$ cat src/rtl/mem_port_arbiter.sv
// Two-port (fetch/data) arbiter onto one waitrequest-style memory master.
// Define ARB_ROUND_ROBIN_EN to alternate grants instead of data-first.
module mem_port_arbiter #(
   parameter int DATA_W = 32,
   parameter int ADDR_W = 32
) (
   input  logic              clk,
   input  logic              reset,
   input  logic              instr_read,
   input  logic [ADDR_W-1:0] instr_address,
   output logic [DATA_W-1:0] instr_readdata,
   output logic              instr_waitrequest,
   input  logic              data_read,
   input  logic              data_write,
   input  logic [ADDR_W-1:0] data_address,
   input  logic [DATA_W-1:0] data_writedata,
   input  logic [3:0]        data_byteenable,
   output logic [DATA_W-1:0] data_readdata,
   output logic              data_waitrequest,
   output logic [ADDR_W-1:0] mem_address,
   output logic              mem_read,
   output logic              mem_write,
   output logic [DATA_W-1:0] mem_writedata,
   output logic [3:0]        mem_byteenable,
   input  logic [DATA_W-1:0] mem_readdata,
   input  logic              mem_waitrequest
);

   typedef enum logic [1:0] {IDLE, BUSY, RESP} state_t;
   typedef enum logic {INSTR = 1'b0, DATA = 1'b1} port_t;

   state_t state, state_nx;
   port_t  owner, grant;
   logic   data_req, any_req, grant_en, done;

   assign data_req = data_read | data_write;
   assign any_req  = instr_read | data_req;
   assign grant_en = (state == IDLE) && any_req;
   assign done     = (state == BUSY) && !mem_waitrequest;

`ifdef ARB_ROUND_ROBIN_EN
   port_t last_owner;

   always_comb begin
      grant = INSTR;
      if (data_req && instr_read)
         grant = (last_owner == INSTR) ? DATA : INSTR;
      else if (data_req)
         grant = DATA;
   end

   always_ff @(posedge clk) begin
      if (reset)
         last_owner <= INSTR;
      else if (grant_en)
         last_owner <= grant;
   end
`else
   always_comb begin
      grant = data_req ? DATA : INSTR;
   end
`endif

   always_ff @(posedge clk) begin
      if (reset)
         state <= IDLE;
      else
         state <= state_nx;
   end

   always_comb begin
      state_nx = state;
      unique case (state)
         IDLE:    if (any_req) state_nx = BUSY;
         BUSY:    if (!mem_waitrequest) state_nx = RESP;
         RESP:    state_nx = IDLE;
         default: state_nx = IDLE;
      endcase
   end

   always_ff @(posedge clk) begin
      if (reset) begin
         owner          <= INSTR;
         mem_address    <= '0;
         mem_read       <= 1'b0;
         mem_write      <= 1'b0;
         mem_writedata  <= '0;
         mem_byteenable <= 4'h0;
         instr_readdata <= '0;
         data_readdata  <= '0;
      end else begin
         if (grant_en) begin
            owner <= grant;
            if (grant == DATA) begin
               // a simultaneous read+write is serviced as a write
               mem_address    <= data_address;
               mem_read       <= data_read & ~data_write;
               mem_write      <= data_write;
               mem_writedata  <= data_writedata;
               mem_byteenable <= data_write ? data_byteenable : 4'hF;
            end else begin
               mem_address    <= instr_address;
               mem_read       <= 1'b1;
               mem_write      <= 1'b0;
               mem_writedata  <= '0;
               mem_byteenable <= 4'hF;
            end
         end
         if (done) begin
            mem_read  <= 1'b0;
            mem_write <= 1'b0;
            // an abandoned request leaves the readdata register untouched
            if (mem_read && owner == INSTR && instr_read)
               instr_readdata <= mem_readdata;
            if (mem_read && owner == DATA && data_read && !data_write)
               data_readdata <= mem_readdata;
         end
      end
   end

   assign instr_waitrequest = !(state == RESP && owner == INSTR);
   assign data_waitrequest  = !(state == RESP && owner == DATA);

endmodule

$ cat config.mk
export PLATFORM = sky130hd
export DESIGN_NAME = mem_port_arbiter
export DESIGN_NICKNAME = d
export VERILOG_FILES = /design/src/rtl/mem_port_arbiter.sv
export SDC_FILE = /design/constraint.sdc
export NUM_CORES = 1
export LEC_CHECK = 0
export ABC_AREA = 1
export CAP_MARGIN = 30
export CORE_MARGIN = 2
export CORE_UTILIZATION = 45
export DETAILED_ROUTE_END_ITERATION = 10
export MAX_ROUTING_LAYER = met4
export PLACE_DENSITY = 0.87
export SYNTH_ARGS = -nofsm -noshare
export SYNTH_HDL_FRONTEND = slang
export SYNTH_SLANG_ARGS = --single-unit
$ cat constraint.sdc
create_clock -name clk -period 4.1 [get_ports clk]
set_clock_uncertainty 0.15 [all_clocks]
set_input_delay 1.23 -clock clk [delete_from_list [all_inputs] [get_ports clk]]
set_output_delay 1.23 -clock clk [all_outputs]
set_load 0.05 [all_outputs]
==> results.yml, run 1 <==
drt:
  via_count: 6157
  wl_per_cell_um: 13.1
  route.met2.wl_um: 8690
  drtAntennaViolNets: 0
  routed_via_density: 4.64
  wl_met1_um: 6860
  highest_layer: "met4"
  drt-pass1-iter-count: 6
  drtIter0Drc: 590
  drc: 0
  wirelength_um: 17400
  met3_length_um: 1430
setup_path:
  cp-start-kind: "register"
  cp.required_ps: 2720
  r2r.worst_path.cells: 5
  ff2ff_setup_slack_ps: 2220
  r2r_start: "state[0]"
  reg2reg_to: "instr_readdata[30]"
  path_max_fanout: 4
  crit_start: "state[0]"
  worst_setup_path_end_kind: "primary output"
  critical_path_arrival_ps: 1920
  critPathKind: "reg2out"
die:
  dieArea_um2: 14000
  start_util_pct: 46.3
  rows: 41
  core_area_um2: 12700
  io_pins: 274
  die_y_um: 118
  die_w_um: 118
clock_network:
  cts_made_buffers: 17
  cts.sinks: 137
  clockRootBuffer: "clkbuf_16"
  path_clk_slew_ps: 60
  cts_hold_buf: 0
  insertion_delay_ps: 410
  cts_resized: 0
  cts.path.max_buffers: 2
  post_cts_buffers: 0
  cts_tree: "built"
  htree_levels: 4
logic_synthesis:
  synth-main-ff-cell: "dfxtp_1"
  synth.distinct_cells: 19
  yosysWarnings: 0
  ys_seq_elements: 137
  ys_seq_area_share_pct: 46.7
  postSynthAreaPerCell_um2: 6.59
  synthArstFlopShare_pct: 0
  synth_area_um2: 5870
  syn_inst: 891
  synth-edff-count: 0
  syn_nets: 1029
timing:
  fin_crit_sh_pct: 80.4
  hold_viol_final: 0
  setup_viol: 0
  relSlewSlack_pct: 47.2
  worst_pin_slew_ps: 792
  final_max_slew_viol_count: 0
  rsz0062_at_grt: "no"
  fin_crit_ps: 3300
  max_freq_ghz: 0.303
  fin_tns_setup_ps: 0
flow_run:
  maxCapViolCount: 0
grt:
  antenna_found_initial: 1
  grt_usage_pct: 25.5
  grt_max_degree: 103
  grt_overflow_total: 0
  grt_pass1_wl_um: 28000
  grt_pass1_vias: 5932
finish:
  areaGrowthSynthToFinish_pct: 55.5
  nNetsFinal: 1279
  drive_gt1_share_pct: 4.59
pwr:
  finalPower_w: 0.00370
  worst_ir_drop_vdd_mv: 0.316
  leakagePower_nw: 4.01
  p_per_area_nw_per_um2: 405
hold_path:
  whs_path_depth: 2
  hold_path.class: "reg2reg"
  worstHoldStart: "mem_writedata[15]"
  hold_end: "mem_writedata[15]"
placed_design:
  place_congestion: 0.830
  hpwl_um: 12000
  io_buffer_count: 273
status:
  status: "finished clean"
[synth_stat cells, types with 4 or more instances]
| library cell | number | area, um2 |
|---|---|---|
| nand2_1 | 339 | 1270 |
| a21oi_1 | 35 | 175 |
| dfxtp_1 | 137 | 2740 |
| buf_4 | 10 | 75.1 |
| buf_1 | 5 | 18.8 |
| inv_2 | 4 | 15.0 |
| inv_1 | 72 | 270 |
| buf_6 | 11 | 124 |
| nand3_1 | 38 | 190 |
| nor2_1 | 207 | 777 |
| clkbuf_1 | 10 | 37.5 |
| buf_2 | 14 | 70.1 |
[area by class of cell]
type	instances	area, um2
timing repair buffer	281	2820
clock buffer	23	478
multi-input combinational	628	2520
antenna	1	2.50
tap	172	215
sequential	137	2740
inverter	76	285
clock inverter	9	66.3
fill	1037	3540
[state kept, by name, summed over array words and instances (netlist names)]
register,cells
mem_read,1
owner,1
instr_readdata,32
state,2
mem_write,1
mem_byteenable,4
mem_address,32
mem_writedata,32
data_readdata,32
[how the worst max path moves through the flow]
stage,slack (ps),to
final,800,instr_waitrequest
after global routing,730,instr_waitrequest
after CTS,780,instr_waitrequest
after detailed placement,930,instr_readdata[20]
after global placement,970,data_readdata[0]
after floorplan,1780,instr_waitrequest
[where the power goes]
group	internal, W	switching [W]
Sequential	0.00141	0.0000412
Clock	0.000823	0.000568
Combinational	0.000329	0.000530
[through the flow]
step | area (um2) | std cells | util [%] | hold WS [ps] | setup slack (ps)
after global placement | 8580 | 1294 | 67.7 | 297 | 971
after CTS | 9130 | 1326 | 72.0 | 314 | 780
final | 9130 | 1327 | 72.0 | 310 | 803
after global routing | 9130 | 1327 | 72.0 | 331 | 726
after floorplan | 5870 | 891 | - | 316 | 1780
after detailed placement | 8580 | 1294 | 67.7 | 305 | 928
[cell families after synthesis]
kind of cell           after synthesis  synth area share, %
DFF                                137                 46.7
and+or+nand+nor                    593                 39.9
AOI/OAI and AO/OA                   35                 2.98
buffers and inverters              126                 10.4
[worst max-delay path: stages, from the launching register on]
cell and delay (ps):
dfxtp_1 470, inv_2 100, nand3_1 100, clkdlybuf4s50_1 840
[per-layer routing]
metal  GRT usage, %  vias up
met2           43.5      247
met5              -        -
met4           10.5        0
li1               -     3151
met1           27.5     2722
met3           7.96       37
[layout by cell type (no fill, tap or decap), types with 3 or more instances in the layout]
master / netlist / layout
clkinvlp_4: 0 / 4
nand3_1: 38 / 38
clkdlybuf4s50_1: 0 / 273
clkbuf_8: 0 / 3
clkbuf_1: 10 / 3
nand2_1: 339 / 338
buf_4: 10 / 6
dfxtp_1: 137 / 137
clkbuf_16: 0 / 17
nor2_1: 207 / 206
a21oi_1: 35 / 35
inv_2: 4 / 5
inv_1: 72 / 71
No activity file was read; power rests on OpenSTA's default activity.
==> run 2: changes to the inputs <==
--- a/config.mk
+++ b/config.mk
@@ -8,10 +8,10 @@
 export ABC_AREA = 1
 export CAP_MARGIN = 30
 export CORE_MARGIN = 2
-export CORE_UTILIZATION = 45
+export CORE_UTILIZATION = 37
 export DETAILED_ROUTE_END_ITERATION = 10
 export MAX_ROUTING_LAYER = met4
-export PLACE_DENSITY = 0.87
+export PLACE_DENSITY = 0.76
 export SYNTH_ARGS = -nofsm -noshare
 export SYNTH_HDL_FRONTEND = slang
 export SYNTH_SLANG_ARGS = --single-unit
==> constraint.sdc (replaced) <==
create_clock -name clk -period 2.7 [get_ports clk]
set_clock_uncertainty 0.15 [all_clocks]
set_input_delay 0.81 -clock clk [delete_from_list [all_inputs] [get_ports clk]]
set_output_delay 0.81 -clock clk [all_outputs]
set_load 0.05 [all_outputs]
==> run 2 against run 1 <==
Compared with the run above:
- sequential power up 52%
- combinational power up 54%
- critical path type unchanged
- highest routed layer unchanged
- final cell count up 3.7%
- via count down 3.2%
- routed wire length down 3.1%
- die area up 21%
==> results.yml, run 2 (synthesized netlist as in run 1, its figures left out) <==
clock_network:
  cts.path.max_buffers: 2
  cts.sinks: 137
  cts_hold_buf: 0
  cts_tree: "built"
  htree_levels: 4
  insertion_delay_ps: 410
  cts_made_buffers: 17
  clockRootBuffer: "clkbuf_16"
  path_clk_slew_ps: 60
  post_cts_buffers: 0
setup_path:
  r2r.worst_path.cells: 7
  crit_start: "mem_writedata[24]"
  cp_cell_sequence: "clkdlybuf4s50_1"
  path_depth: 1
  cp.required_ps: 1740
  cp-start-kind: "register"
  ff2ff_setup_slack_ps: 1180
  critPathKind: "reg2out"
  slowest_delay_ps: 830
  path_delay_family: "buffers and inverters"
  critical_path_arrival_ps: 1610
  cp.buffers_inverters: 1
  crit_end: "mem_writedata[24]"
  reg2reg_to: "instr_readdata[10]"
  path_max_fanout: 2
  worst_setup_path_end_kind: "primary output"
  r2r_start: "state[1]"
  slowest_stage: "clkdlybuf4s50_1"
finish:
  nNetsFinal: 1285
  antenna_cells: 0
  drive_gt1_share_pct: 5.52
  layout_common_cells: "nand2_1, clkdlybuf4s50_1, nor2_1"
  instances_no_fill: 1376
  final_common_cell: "nand2_1"
  fillers: 1468
  multi_input_area_um2: 2530
  regArea_um2: 2740
  areaGrowthSynthToFinish_pct: 59.6
drt:
  drt-pass1-iter-count: 5
  drtIter0Drc: 284
  drc: 0
  wl_per_cell_um: 12.2
  wirelength_um: 16800
  drtAntennaViolNets: 0
  routed_via_density: 4.33
  via_count: 5958
pwr:
  worst_ir_drop_vdd_mv: 0.397
  leakagePower_nw: 4.12
  switchingPower_w: 0.00176
  finalPower_w: 0.00586
  intPower_w: 0.00410
  p_per_area_nw_per_um2: 626
  p_clk_share_pct: 39.9
  comb_power_share_pct: 22.5
  netSwitchingFraction_pct: 30.0
  p_seq_share_pct: 37.5
grt:
  grt_overflow_total: 0
  grt_max_degree: 65
  grt_usage_pct: 20.4
  antenna_found_initial: 0
  grt_pass1_wl_um: 26200
  grt_pass1_vias: 5471
timing:
  hold_slack_ps: 308
  final_max_slew_viol_count: 0
  relSlewSlack_pct: 62.5
  fin_crit_ps: 2570
  worst_pin_slew_ps: 560
  max_freq_ghz: 0.389
  setup_viol: 0
  rsz0062_at_grt: "no"
  setup_ws_ps: 131
  fin_tns_setup_ps: 0
  fin_crit_sh_pct: 95.2
  hold_viol_final: 0
placed_design:
  dp.cells: 1344
  pre_cts_slack_ps: 272
  hpwl_um: 12100
  place_congestion: 0.786
  io_buffer_count: 273
die:
  rows: 46
  io_pins: 274
  core_area_um2: 15700
  dieArea_um2: 16900
  die_w_um: 130
  die_y_um: 130
  start_util_pct: 37.4
flow_run:
  maxCapViolCount: 0
hold_path:
  hold_path.class: "reg2reg"
status:
  status: "finished clean"
==> run 2: power by group through the flow <==
stage,sequential [W],clock (W),combinational (W)
floorplan,0.00263,0,0.000420
global placement,0.00224,0,0.00132
detailed placement,0.00224,0,0.00133
CTS,0.00220,0.00240,0.00133
global route,0.00222,0.00249,0.00142
finish,0.00220,0.00234,0.00132
==> run 2: worst min-delay path, cell delays in order, from the launching register on <==
cell,delay [ps]
dfxtp_1,300
nand2_1,60
a21oi_1,50
==> run 2: layout make-up <==
| cell class | instances | area share (%) |
|---|---|---|
| Timing Repair Buffer | 287 | 31.3 |
| Sequential cell | 137 | 29.3 |
| Multi-Input combinational cell | 628 | 27.0 |
| Clock buffer | 20 | 4.98 |
| Inverter | 76 | 3.06 |
| Tap cell | 216 | 2.89 |
| Clock inverter | 12 | 1.48 |
==> run 2: metrics by stage <==
stage / instance area [um2] / utilization (%)
6_report: 9370 / 59.6
2_1_floorplan: 5870 / -
5_1_grt: 9370 / 59.6
3_3_place_gp: 8760 / 55.7
3_5_place_dp: 8760 / 55.7
4_1_cts: 9360 / 59.6
==> run 2: worst min-delay path by stage <==
stage	startpoint	slack, ps	cells after the start	endpoint
after floorplan	owner	320	2	owner
after detailed placement	mem_writedata[4]	300	2	mem_writedata[4]
after CTS	mem_writedata[4]	310	2	mem_writedata[4]
after global placement	mem_writedata[28]	300	2	mem_writedata[28]
after global routing	mem_writedata[16]	320	2	mem_writedata[16]
final	mem_writedata[4]	310	2	mem_writedata[4]
==> run 2: what timing repair did <==
item                                    in CTS  in global routing
gates resized for setup                      0                  1
hold endpoints to repair                     0                  0
endpoints found under the setup margin       0                  1
==> run 2: per-layer routing <==
metal,up-vias,track usage [%],part of all wire (%)
met2,196,33.0,48
met4,0,8.29,2.1
li1,3163,-,-
met3,22,5.45,6.5
met5,-,-,0
met1,2577,24.1,44
